`config.mk`:
```
export PLATFORM = sky130hd
export DESIGN_NAME = clock_gen_multi
export DESIGN_NICKNAME = d
export VERILOG_FILES = /design/src/rtl/clock_gen_pkg.sv /design/src/rtl/clock_gen_ch.sv /design/src/rtl/clock_gen_multi.sv
export SDC_FILE = /design/constraint.sdc
export NUM_CORES = 1
export LEC_CHECK = 0
export ABC_CLOCK_PERIOD_IN_PS = 4500
export BUFFER_PORTS_ARGS = -buffer_cell sky130_fd_sc_hd__buf_2
export CAP_MARGIN = 20
export CELL_PAD_IN_SITES_DETAIL_PLACEMENT = 0
export CELL_PAD_IN_SITES_GLOBAL_PLACEMENT = 1
export CORE_ASPECT_RATIO = 0.9
export CORE_MARGIN = 8
export CORE_UTILIZATION = 46
export DETAILED_ROUTE_END_ITERATION = 10
export PLACE_DENSITY = 0.79
export SLEW_MARGIN = 25
export SYNTH_ARGS = -nofsm -noshare
export SYNTH_HDL_FRONTEND = slang
export SYNTH_HIERARCHICAL = 1
export SYNTH_SLANG_ARGS = --single-unit
```
`constraint.sdc`:
```
create_clock -name clk -period 4.5 [get_ports clk]
set_input_delay 0.9 -clock clk [delete_from_list [all_inputs] [get_ports clk]]
set_output_delay 0.9 -clock clk [all_outputs]
set_load 0.005 [all_outputs]
```
`src/rtl/clock_gen_pkg.sv`:
```
// clock_gen_pkg: shared constants, per-channel configuration type and the
// divisor/high-time clamp helpers used by every clock_gen channel.
// Config fields are CFG_W wide so one struct type serves any CNT_W up to
// CFG_W; the unused upper bits are constant zero and fold away.
package clock_gen_pkg;

  localparam int CNT_W_DEF = 16;
  localparam int CFG_W     = 32;
  localparam int DIV_MIN   = 2;

  typedef struct packed {
    logic [CFG_W-1:0] div;
    logic [CFG_W-1:0] high;
  } ch_cfg_t;

  // A period shorter than two cycles cannot have both a high and a low phase
  function automatic logic [CFG_W-1:0] clampDiv(input logic [CFG_W-1:0] div);
    return (div < CFG_W'(DIV_MIN)) ? CFG_W'(DIV_MIN) : div;
  endfunction

  // High time must leave at least one high and one low cycle in the period
  function automatic logic [CFG_W-1:0] clampHigh(input logic [CFG_W-1:0] high,
                                                 input logic [CFG_W-1:0] div);
    logic [CFG_W-1:0] h;
    h = high;
    if (h == '0) h = CFG_W'(1);
    if (h > div - CFG_W'(1)) h = div - CFG_W'(1);
    return h;
  endfunction

endpackage

```
`src/rtl/clock_gen_ch.sv`:
```
// clock_gen_ch: one divided-clock channel. Holds the active period/high-time,
// a shadow copy written by the host and a pending flag; the shadow is only
// taken over at a period boundary (or while disabled) so a running period
// never changes length.
// Build option: CLOCK_GEN_DUTY_EN selects host-programmed high time; without
// it the high time is always div>>1 and wr_high_i is ignored.
module clock_gen_ch
  import clock_gen_pkg::*;
#(
  parameter int CNT_W   = CNT_W_DEF,
  parameter int DIV_RST = 10
) (
  input  logic             clk,
  input  logic             rst_n,
  input  logic             en_i,
  input  logic             sync_i,
  input  logic             wr_i,
  input  logic [CNT_W-1:0] wr_div_i,
  input  logic [CNT_W-1:0] wr_high_i,
  output logic             clk_out_o,
  output logic             tick_o
);

  localparam ch_cfg_t RST_CFG = '{div: CFG_W'(DIV_RST), high: CFG_W'(DIV_RST >> 1)};

  logic [CNT_W-1:0] cnt_q, cnt_d;
  ch_cfg_t          activeCfg_q, activeCfg_d;
  ch_cfg_t          shadowCfg_q, shadowCfg_d;
  logic             pending_q, pending_d;
  logic             clkOut_q, clkOut_d;
  logic             tick_q, tick_d;

  logic [CFG_W-1:0] wrDiv;
  logic [CFG_W-1:0] wrHigh;
  logic             periodEnd;

  assign wrDiv = clampDiv(CFG_W'(wr_div_i));

`ifdef CLOCK_GEN_DUTY_EN
  assign wrHigh = clampHigh(CFG_W'(wr_high_i), wrDiv);
`else
  logic unused_wrHigh;
  assign unused_wrHigh = ^wr_high_i;
  assign wrHigh = wrDiv >> 1;
`endif

  assign periodEnd = (CFG_W'(cnt_q) == (activeCfg_q.div - CFG_W'(1)));

  // Next-state: counter advance, boundary/disabled config takeover, host writes
  always_comb begin
    cnt_d       = cnt_q;
    activeCfg_d = activeCfg_q;
    shadowCfg_d = shadowCfg_q;
    pending_d   = pending_q;
    clkOut_d    = 1'b0;
    tick_d      = 1'b0;

    if (!en_i) begin
      if (pending_q) begin
        activeCfg_d = shadowCfg_q;
        pending_d   = 1'b0;
      end
      cnt_d = CNT_W'(activeCfg_d.div - CFG_W'(1));
    end else begin
      if (periodEnd || sync_i) begin
        cnt_d = '0;
        if (pending_q) begin
          activeCfg_d = shadowCfg_q;
          pending_d   = 1'b0;
        end
      end else begin
        cnt_d = cnt_q + CNT_W'(1);
      end
      clkOut_d = (CFG_W'(cnt_d) < activeCfg_d.high);
      tick_d   = (cnt_d == '0);
    end

    if (wr_i) begin
      shadowCfg_d.div  = wrDiv;
      shadowCfg_d.high = wrHigh;
      pending_d        = 1'b1;
    end
  end

  // Channel state register; reset drops any partial period and pending write
  always_ff @(posedge clk or negedge rst_n) begin
    if (!rst_n) begin
      cnt_q       <= CNT_W'(DIV_RST - 1);
      activeCfg_q <= RST_CFG;
      shadowCfg_q <= RST_CFG;
      pending_q   <= 1'b0;
      clkOut_q    <= 1'b0;
      tick_q      <= 1'b0;
    end else begin
      cnt_q       <= cnt_d;
      activeCfg_q <= activeCfg_d;
      shadowCfg_q <= shadowCfg_d;
      pending_q   <= pending_d;
      clkOut_q    <= clkOut_d;
      tick_q      <= tick_d;
    end
  end

  assign clk_out_o = clkOut_q;
  assign tick_o    = tick_q;

endmodule

```
`src/rtl/clock_gen_multi.sv`:
```
// clock_gen_multi: N_CH independent registered clock dividers on one system
// clock. The top decodes host writes to a single channel and fans the sync
// restart out to every channel. Outputs are data/enables, not clock nets.
// Build option: CLOCK_GEN_DUTY_EN enables programmable high time (see
// clock_gen_ch); ports are the same in both builds.
module clock_gen_multi
  import clock_gen_pkg::*;
#(
  parameter int  N_CH    = 4,
  parameter int  CNT_W   = CNT_W_DEF,
  parameter int  DIV_RST = 10,
  localparam int CH_W    = (N_CH > 1) ? $clog2(N_CH) : 1
) (
  input  logic             clk,
  input  logic             rst_n,
  input  logic [N_CH-1:0]  en,
  input  logic             sync,
  input  logic             wr_en,
  input  logic [CH_W-1:0]  wr_ch,
  input  logic [CNT_W-1:0] wr_div,
  input  logic [CNT_W-1:0] wr_high,
  output logic [N_CH-1:0]  clk_out,
  output logic [N_CH-1:0]  tick
);

  logic [N_CH-1:0] wrSel;

  // Write decode: channel numbers at or above N_CH match no channel
  always_comb begin
    wrSel = '0;
    for (int i = 0; i < N_CH; i++) begin
      wrSel[i] = wr_en && (wr_ch == CH_W'(i));
    end
  end

  for (genvar g = 0; g < N_CH; g++) begin : gCh
    clock_gen_ch #(
      .CNT_W   (CNT_W),
      .DIV_RST (DIV_RST)
    ) uCh (
      .clk       (clk),
      .rst_n     (rst_n),
      .en_i      (en[g]),
      .sync_i    (sync),
      .wr_i      (wrSel[g]),
      .wr_div_i  (wr_div),
      .wr_high_i (wr_high),
      .clk_out_o (clk_out[g]),
      .tick_o    (tick[g])
    );
  end

endmodule

```
==> results.cfg, run 1 <==
[timing]
tightest_slew_ns = 1.05
hold_violations = 0
clock_skew_ns = 0.0271
slew-limit-headroom = 0.303
period_share = 1.08
rsz0062_at_grt = yes
holdWs_ns = 0.177
fmax_mhz = 206
period_needed_ns = 4.85
fin_ws_ns = -0.348
final-setup-viol-count = 3
drv_slew = 0

[synthesis]
ys_ff_latch = 396
yosysSeqAreaShare = 0.410
yosys_warnings = 6
netlist_area_mm2 = 0.0243
avgSynthCellArea_um2 = 10.1
synth.distinct_cells = 83
synth-edff-count = 0
async_reset_ff_frac = 1.00
synthCells = 2394
syn_nets = 2508
ys.flop_type = dfrtp_1

[cells_and_area]
drive_gt1_frac = 0.261
final_cells = 3334
fin_util = 0.553
layout.nets = 2716
layout_commonest_cell = dfrtp_1
area_growth_pct = 19.7
mostFrequentLayoutCells = dfrtp_1 (363), buf_4 (236), nor2_1 (155), and2_1 (143), nand2_1 (131)
num_antenna_cells = 0

[critical_path]
r2r_cells = 18
cp_max_fo = 6
crit_path_end_kind = flip-flop
r2r_start = gCh[2].uCh/activeCfg_q[36]
critPathKind = reg -> reg
crit_arrival_ns = 5.37
r2r_end = gCh[2].uCh/clk_out_o
cp-start-kind = flip-flop
rrSetupSlack_ns = -0.35
cp.required_ns = 5.03

[clock_network]
clockBufferDepth = 3
clock_latency_ns = 0.60
cts_max_level = 2
clock_sink_count = 396
cts_buffers = 45
clk_pin_slew_worst_paths_ns = 0.05
cts_tree = yes
clock-root-buffer = clkbuf_16

[detailed_routing]
avgRoutedWirePerCell_um = 19.4
wirelength_um = 64700
drt_iter0_drc = 1415
num_vias = 19184
ant_nets = 0
first_pass_iters = 6
via_per_inst = 5.75
route.detailed.drc = 0

[power_and_ir_drop]
ir_drop_uv = 342
power.static_leakage_nw = 12.9
power_mw = 15.3
p_per_area_mw_per_mm2 = 527

[die]
core_area_mm2 = 0.0526
die_width_um = 258
initial_core_util = 0.462
rows = 80
die_h_um = 234
die_area_mm2 = 0.0603
io_pins = 50

[placed_design]
dp.cells = 3223
finalWeightedCongestion = 0.885
io_buffers = 33
dp_hpwl_um = 46900
place_ws_ns = -0.429

[min_path]
hp-class = in -> async

[job]
drv_cap = 0

[run_status]
violations = setup timing
status = finished with violations

[grt]
antenna_found_initial = 3
groute.usage.overall = 0.213
grt_max_degree = 119
grt_pass1_vias = 19306
grt.overflow.total = 0
grt_pass1_wl_um = 105000
routing by layer:
metal	GRT usage	wire [um]
met1	0.295	30000
met2	0.341	29900
met3	0.0345	3060
met4	0.0660	1660
met5	0	21
state kept, by name, indices dropped and copies added, names as in the netlist:
name / flops
gCh.uCh/pending_q: 4
gCh.uCh/shadowCfg_q: 64
gCh.uCh/tick_o: 4
gCh.uCh/activeCfg_q: 256
gCh.uCh/clk_out_o: 4
gCh.uCh/cnt_q: 64
area by class of cell:
| class | count | area (um^2) |
|---|---|---|
| multi-input cells | 1815 | 14100 |
| well taps | 697 | 872 |
| clock buffers | 62 | 1300 |
| repair buffers | 296 | 2370 |
| flip-flops and latches | 396 | 9950 |
| inverters | 48 | 180 |
| fillers | 4569 | 23500 |
| clock inverters | 20 | 309 |
cell usage after synthesis, types with 44 or more instances:
cell,instances,area share
nor3_1,86,0.018
mux2i_1,127,0.052
mux2_4,56,0.035
nand3_1,59,0.012
dfrtp_1,364,0.38
xnor2_1,108,0.039
nor4_1,81,0.021
and2_1,143,0.037
xor2_1,93,0.034
clkbuf_1,90,0.014
a21oi_1,59,0.012
ha_1,72,0.037
nor2_1,159,0.025
o31ai_1,44,0.014
inv_1,48,0.0074
o21ai_0,56,0.012
nand2_1,133,0.021
mux2_2,106,0.049
through the flow:
step | instance area [um^2] | setup TNS (ns)
floorplan | 24400 | -0.298
global placement | 26700 | -0.873
detailed placement | 26700 | -1.05
CTS | 28600 | -0.590
global route | 29000 | -1.13
finish | 29000 | -0.619
what timing repair did:
item / CTS / global route
resized for setup: 43 / 66
endpoints found under the setup margin: 4 / 4
buffers inserted: 18 / 9
hold buffers: 0 / 0
cloned: 0 / 1
pin swaps: 26 / 41
how the worst max path moves through the flow:
stage                                     from                    to  slack (ns)  cells past startpoint
floorplan           gCh[1].uCh/activeCfg_q[43]  gCh[1].uCh/clk_out_o       -0.12                     19
global placement    gCh[1].uCh/activeCfg_q[35]  gCh[1].uCh/clk_out_o       -0.35                     19
detailed placement  gCh[1].uCh/activeCfg_q[35]  gCh[1].uCh/clk_out_o       -0.43                     19
CTS                 gCh[2].uCh/activeCfg_q[36]  gCh[2].uCh/clk_out_o       -0.30                     19
global route        gCh[2].uCh/activeCfg_q[43]  gCh[2].uCh/clk_out_o       -0.47                     19
finish              gCh[2].uCh/activeCfg_q[36]  gCh[2].uCh/clk_out_o       -0.35                     18
logic make-up after synthesis:
kind of cell,share of synthesized area
AO/OA/AOI/OAI,0.0873
XOR/XNOR,0.0726
flip-flops,0.410
AND/OR/NAND/NOR,0.211
multiplexers,0.148
buffers and inverters,0.0334
adder cells (fa/ha/maj),0.0371
critical path, cell delays in order (launching register included):
cell	delay (ns)
dfrtp_1	0.38
or4_4	0.58
buf_4	0.16
or4_4	0.51
a211oi_2	0.23
nor3_1	0.10
or3_4	0.35
or4_4	0.61
nand2_8	0.13
buf_6	0.12
nor2_1	0.05
ha_1	0.30
a21o_1	0.20
a21o_1	0.17
a21oi_2	0.17
o2111ai_2	0.19
a41o_1	0.25
a21oi_2	0.15
a211o_1	0.12
where the power goes:
| group | switching [mW] | internal, mW | total (mW) | leakage [nW] |
|---|---|---|---|---|
| Combinational | 3.12 | 2.96 | 6.07 | 7.16 |
| Sequential | 0.893 | 4.37 | 5.27 | 5.00 |
| Clock | 1.57 | 2.39 | 3.96 | 0.778 |
Power figures use the tool's default switching activity.
==> run 2, diff against run 1 <==
--- a/config.mk
+++ b/config.mk
@@ -8,13 +8,13 @@
 export ABC_CLOCK_PERIOD_IN_PS = 4500
 export BUFFER_PORTS_ARGS = -buffer_cell sky130_fd_sc_hd__buf_2
 export CAP_MARGIN = 20
-export CELL_PAD_IN_SITES_DETAIL_PLACEMENT = 0
+export CELL_PAD_IN_SITES_DETAIL_PLACEMENT = 1
 export CELL_PAD_IN_SITES_GLOBAL_PLACEMENT = 1
 export CORE_ASPECT_RATIO = 0.9
 export CORE_MARGIN = 8
 export CORE_UTILIZATION = 46
 export DETAILED_ROUTE_END_ITERATION = 10
-export PLACE_DENSITY = 0.79
+export PLACE_DENSITY = 0.76
 export SLEW_MARGIN = 25
 export SYNTH_ARGS = -nofsm -noshare
 export SYNTH_HDL_FRONTEND = slang
==> results.cfg, run 2 (synthesis results as in run 1) <==
[run_status]
violations = setup timing
status = finished with violations

[detailed_routing]
first_pass_iters = 5
via_per_inst = 6.02
drt_iter0_drc = 1385
avgRoutedWirePerCell_um = 22.9
wirelength_um = 76600
num_vias = 20088
route.detailed.drc = 0
ant_nets = 0

[critical_path]
crit_path_max_incr_delay_ns = 0.58
cp-start-kind = flip-flop
crit_path_end_kind = flip-flop
r2r_start = gCh[1].uCh/activeCfg_q[36]
worstPathCellList = or4_4 -> buf_4 -> o31ai_2 -> nor4b_1 -> nor3_1 -> or3_4 -> nor4_4 -> buf_4 -> o21ai_4 -> mux2i_2 -> ha_4 -> a21o_1 -> a21o_1 -> a211oi_4 -> o2111ai_2 -> a41o_1 -> a21oi_2 -> a211o_1
r2r_end = gCh[1].uCh/clk_out_o
crit_arrival_ns = 5.51
r2r_cells = 18
critPathKind = reg -> reg
cp.required_ns = 5.03
crit_start = gCh[1].uCh/activeCfg_q[36]
worstSetupEndpoint = gCh[1].uCh/clk_out_o
crit_slowest_cell = or4_4
rrSetupSlack_ns = -0.48
cp_max_fo = 7

[cells_and_area]
drive_gt1_frac = 0.268
largest_reg_flops = 256
num_antenna_cells = 0
layout.nets = 2720
area_growth_pct = 20.0
reg_top3 = gCh.uCh/activeCfg_q (256), gCh.uCh/cnt_q (64), gCh.uCh/shadowCfg_q (64)
largest-register = gCh.uCh/activeCfg_q
fin_util = 0.554
layout_commonest_cell = dfrtp_1
mostFrequentLayoutCells = dfrtp_1 (361), buf_4 (238), nor2_1 (152), and2_1 (142), nand2_1 (131)

[timing]
rsz0062_at_grt = yes
holdWs_ns = 0.319
tightest_slew_ns = 1.08
period_needed_ns = 4.98
hold_violations = 0
drv_slew = 0
fmax_mhz = 201
fin_ws_ns = -0.482
clock_skew_ns = 0.0157
final-setup-viol-count = 3
period_share = 1.11
slew-limit-headroom = 0.282

[grt]
grt_pass1_wl_um = 120000
grt_max_degree = 109
antenna_found_initial = 0
top_usage_layer = met2
grt_pass1_vias = 21793
grt_use_met1 = 0.308
groute.usage.overall = 0.244
grt.overflow.total = 0
use_met2 = 0.418
met3_usage = 0.0372

[placed_design]
finalWeightedCongestion = 0.890
io_buffers = 33
dp_hpwl_um = 52200

[power_and_ir_drop]
power.static_leakage_nw = 12.9
swShare = 0.385
pwr-share-seq = 0.343
p_per_area_mw_per_mm2 = 535
internal_power_mw = 9.57
power_mw = 15.6
ir_drop_uv = 373
p_comb_frac = 0.420
p_sw_mw = 5.99
pwr-share-clk = 0.238

[clock_network]
cts_buffers = 45
clk_pin_slew_worst_paths_ns = 0.06
clock_latency_ns = 0.60
cts_tree = yes
cts_max_level = 2
clock_sink_count = 396
clockBufferDepth = 3
clock-root-buffer = clkbuf_16

[die]
rows = 80
core_area_mm2 = 0.0526
die_area_mm2 = 0.0603
initial_core_util = 0.462
die_width_um = 258
io_pins = 50
die_h_um = 234

[min_path]
hp-class = in -> async

[job]
drv_cap = 0
run 2: final cells by class:
cell class | instances | area (um^2)
Clock buffer | 64 | 1270
Clock inverter | 18 | 195
Fill cell | 5676 | 23400
Inverter | 48 | 180
Multi-Input combinational cell | 1816 | 14300
Sequential cell | 396 | 9950
Tap cell | 697 | 872
Timing Repair Buffer | 299 | 2380
run 2: critical path, delay by kind of cell, from the launching register on:
| kind | cells | cell delay, ns |
|---|---|---|
| muxes | 1 | 0.35 |
| DFF | 1 | 0.37 |
| and+or+nand+nor | 5 | 1.71 |
| adders and majority gates | 1 | 0.27 |
| buffers and inverters | 2 | 0.35 |
| AOI/OAI and AO/OA | 9 | 1.85 |
run 2: worst min path at each step:
stage                                  to  slack (ns)  cells after the start
5_1_grt                 gCh[2].uCh/tick_o        0.41                      1
4_1_cts                 gCh[2].uCh/tick_o        0.41                      1
3_3_place_gp   gCh[0].uCh/activeCfg_q[28]        0.47                      1
2_1_floorplan  gCh[0].uCh/activeCfg_q[15]        0.45                      1
3_5_place_dp   gCh[2].uCh/activeCfg_q[22]        0.47                      1
6_report                gCh[2].uCh/tick_o        0.32                      1
run 2: power groups by stage:
stage	Combinational [mW]	Clock (mW)	Sequential (mW)
5_1_grt	7.03	3.89	5.42
3_5_place_dp	5.84	0	5.32
2_1_floorplan	4.02	0	4.96
4_1_cts	6.12	3.78	5.28
6_report	6.53	3.70	5.33
3_3_place_gp	5.57	0	5.25
run 2: what timing repair did:
| item | CTS | global route |
|---|---|---|
| hold buffers | 0 | 0 |
| setup endpoints to repair | 4 | 35 |
| pin swaps | 46 | 44 |
| gates resized for setup | 69 | 72 |
| setup buffers | 26 | 17 |
| cloned | 2 | 0 |
| endpoints found under the hold margin | 0 | 0 |
run 2: metrics by stage:
| step | cells | setup TNS, ns | worst slack (ns) | instance area [um^2] |
|---|---|---|---|---|
| global placement | 3212 | -1.14 | -0.411 | 26600 |
| global route | 3338 | -1.61 | -0.680 | 29100 |
| CTS | 3322 | -0.719 | -0.312 | 28600 |
| detailed placement | 3212 | -1.47 | -0.551 | 26600 |
| floorplan | 2394 | -0.298 | -0.123 | 24400 |
| finish | 3338 | -1.06 | -0.482 | 29100 |
run 2: per-layer routing:
metal	vias to the layer above	wire (um)
li1	9084	-
met1	10256	32300
met2	561	37600
met3	187	3870
met4	0	2770
met5	-	0
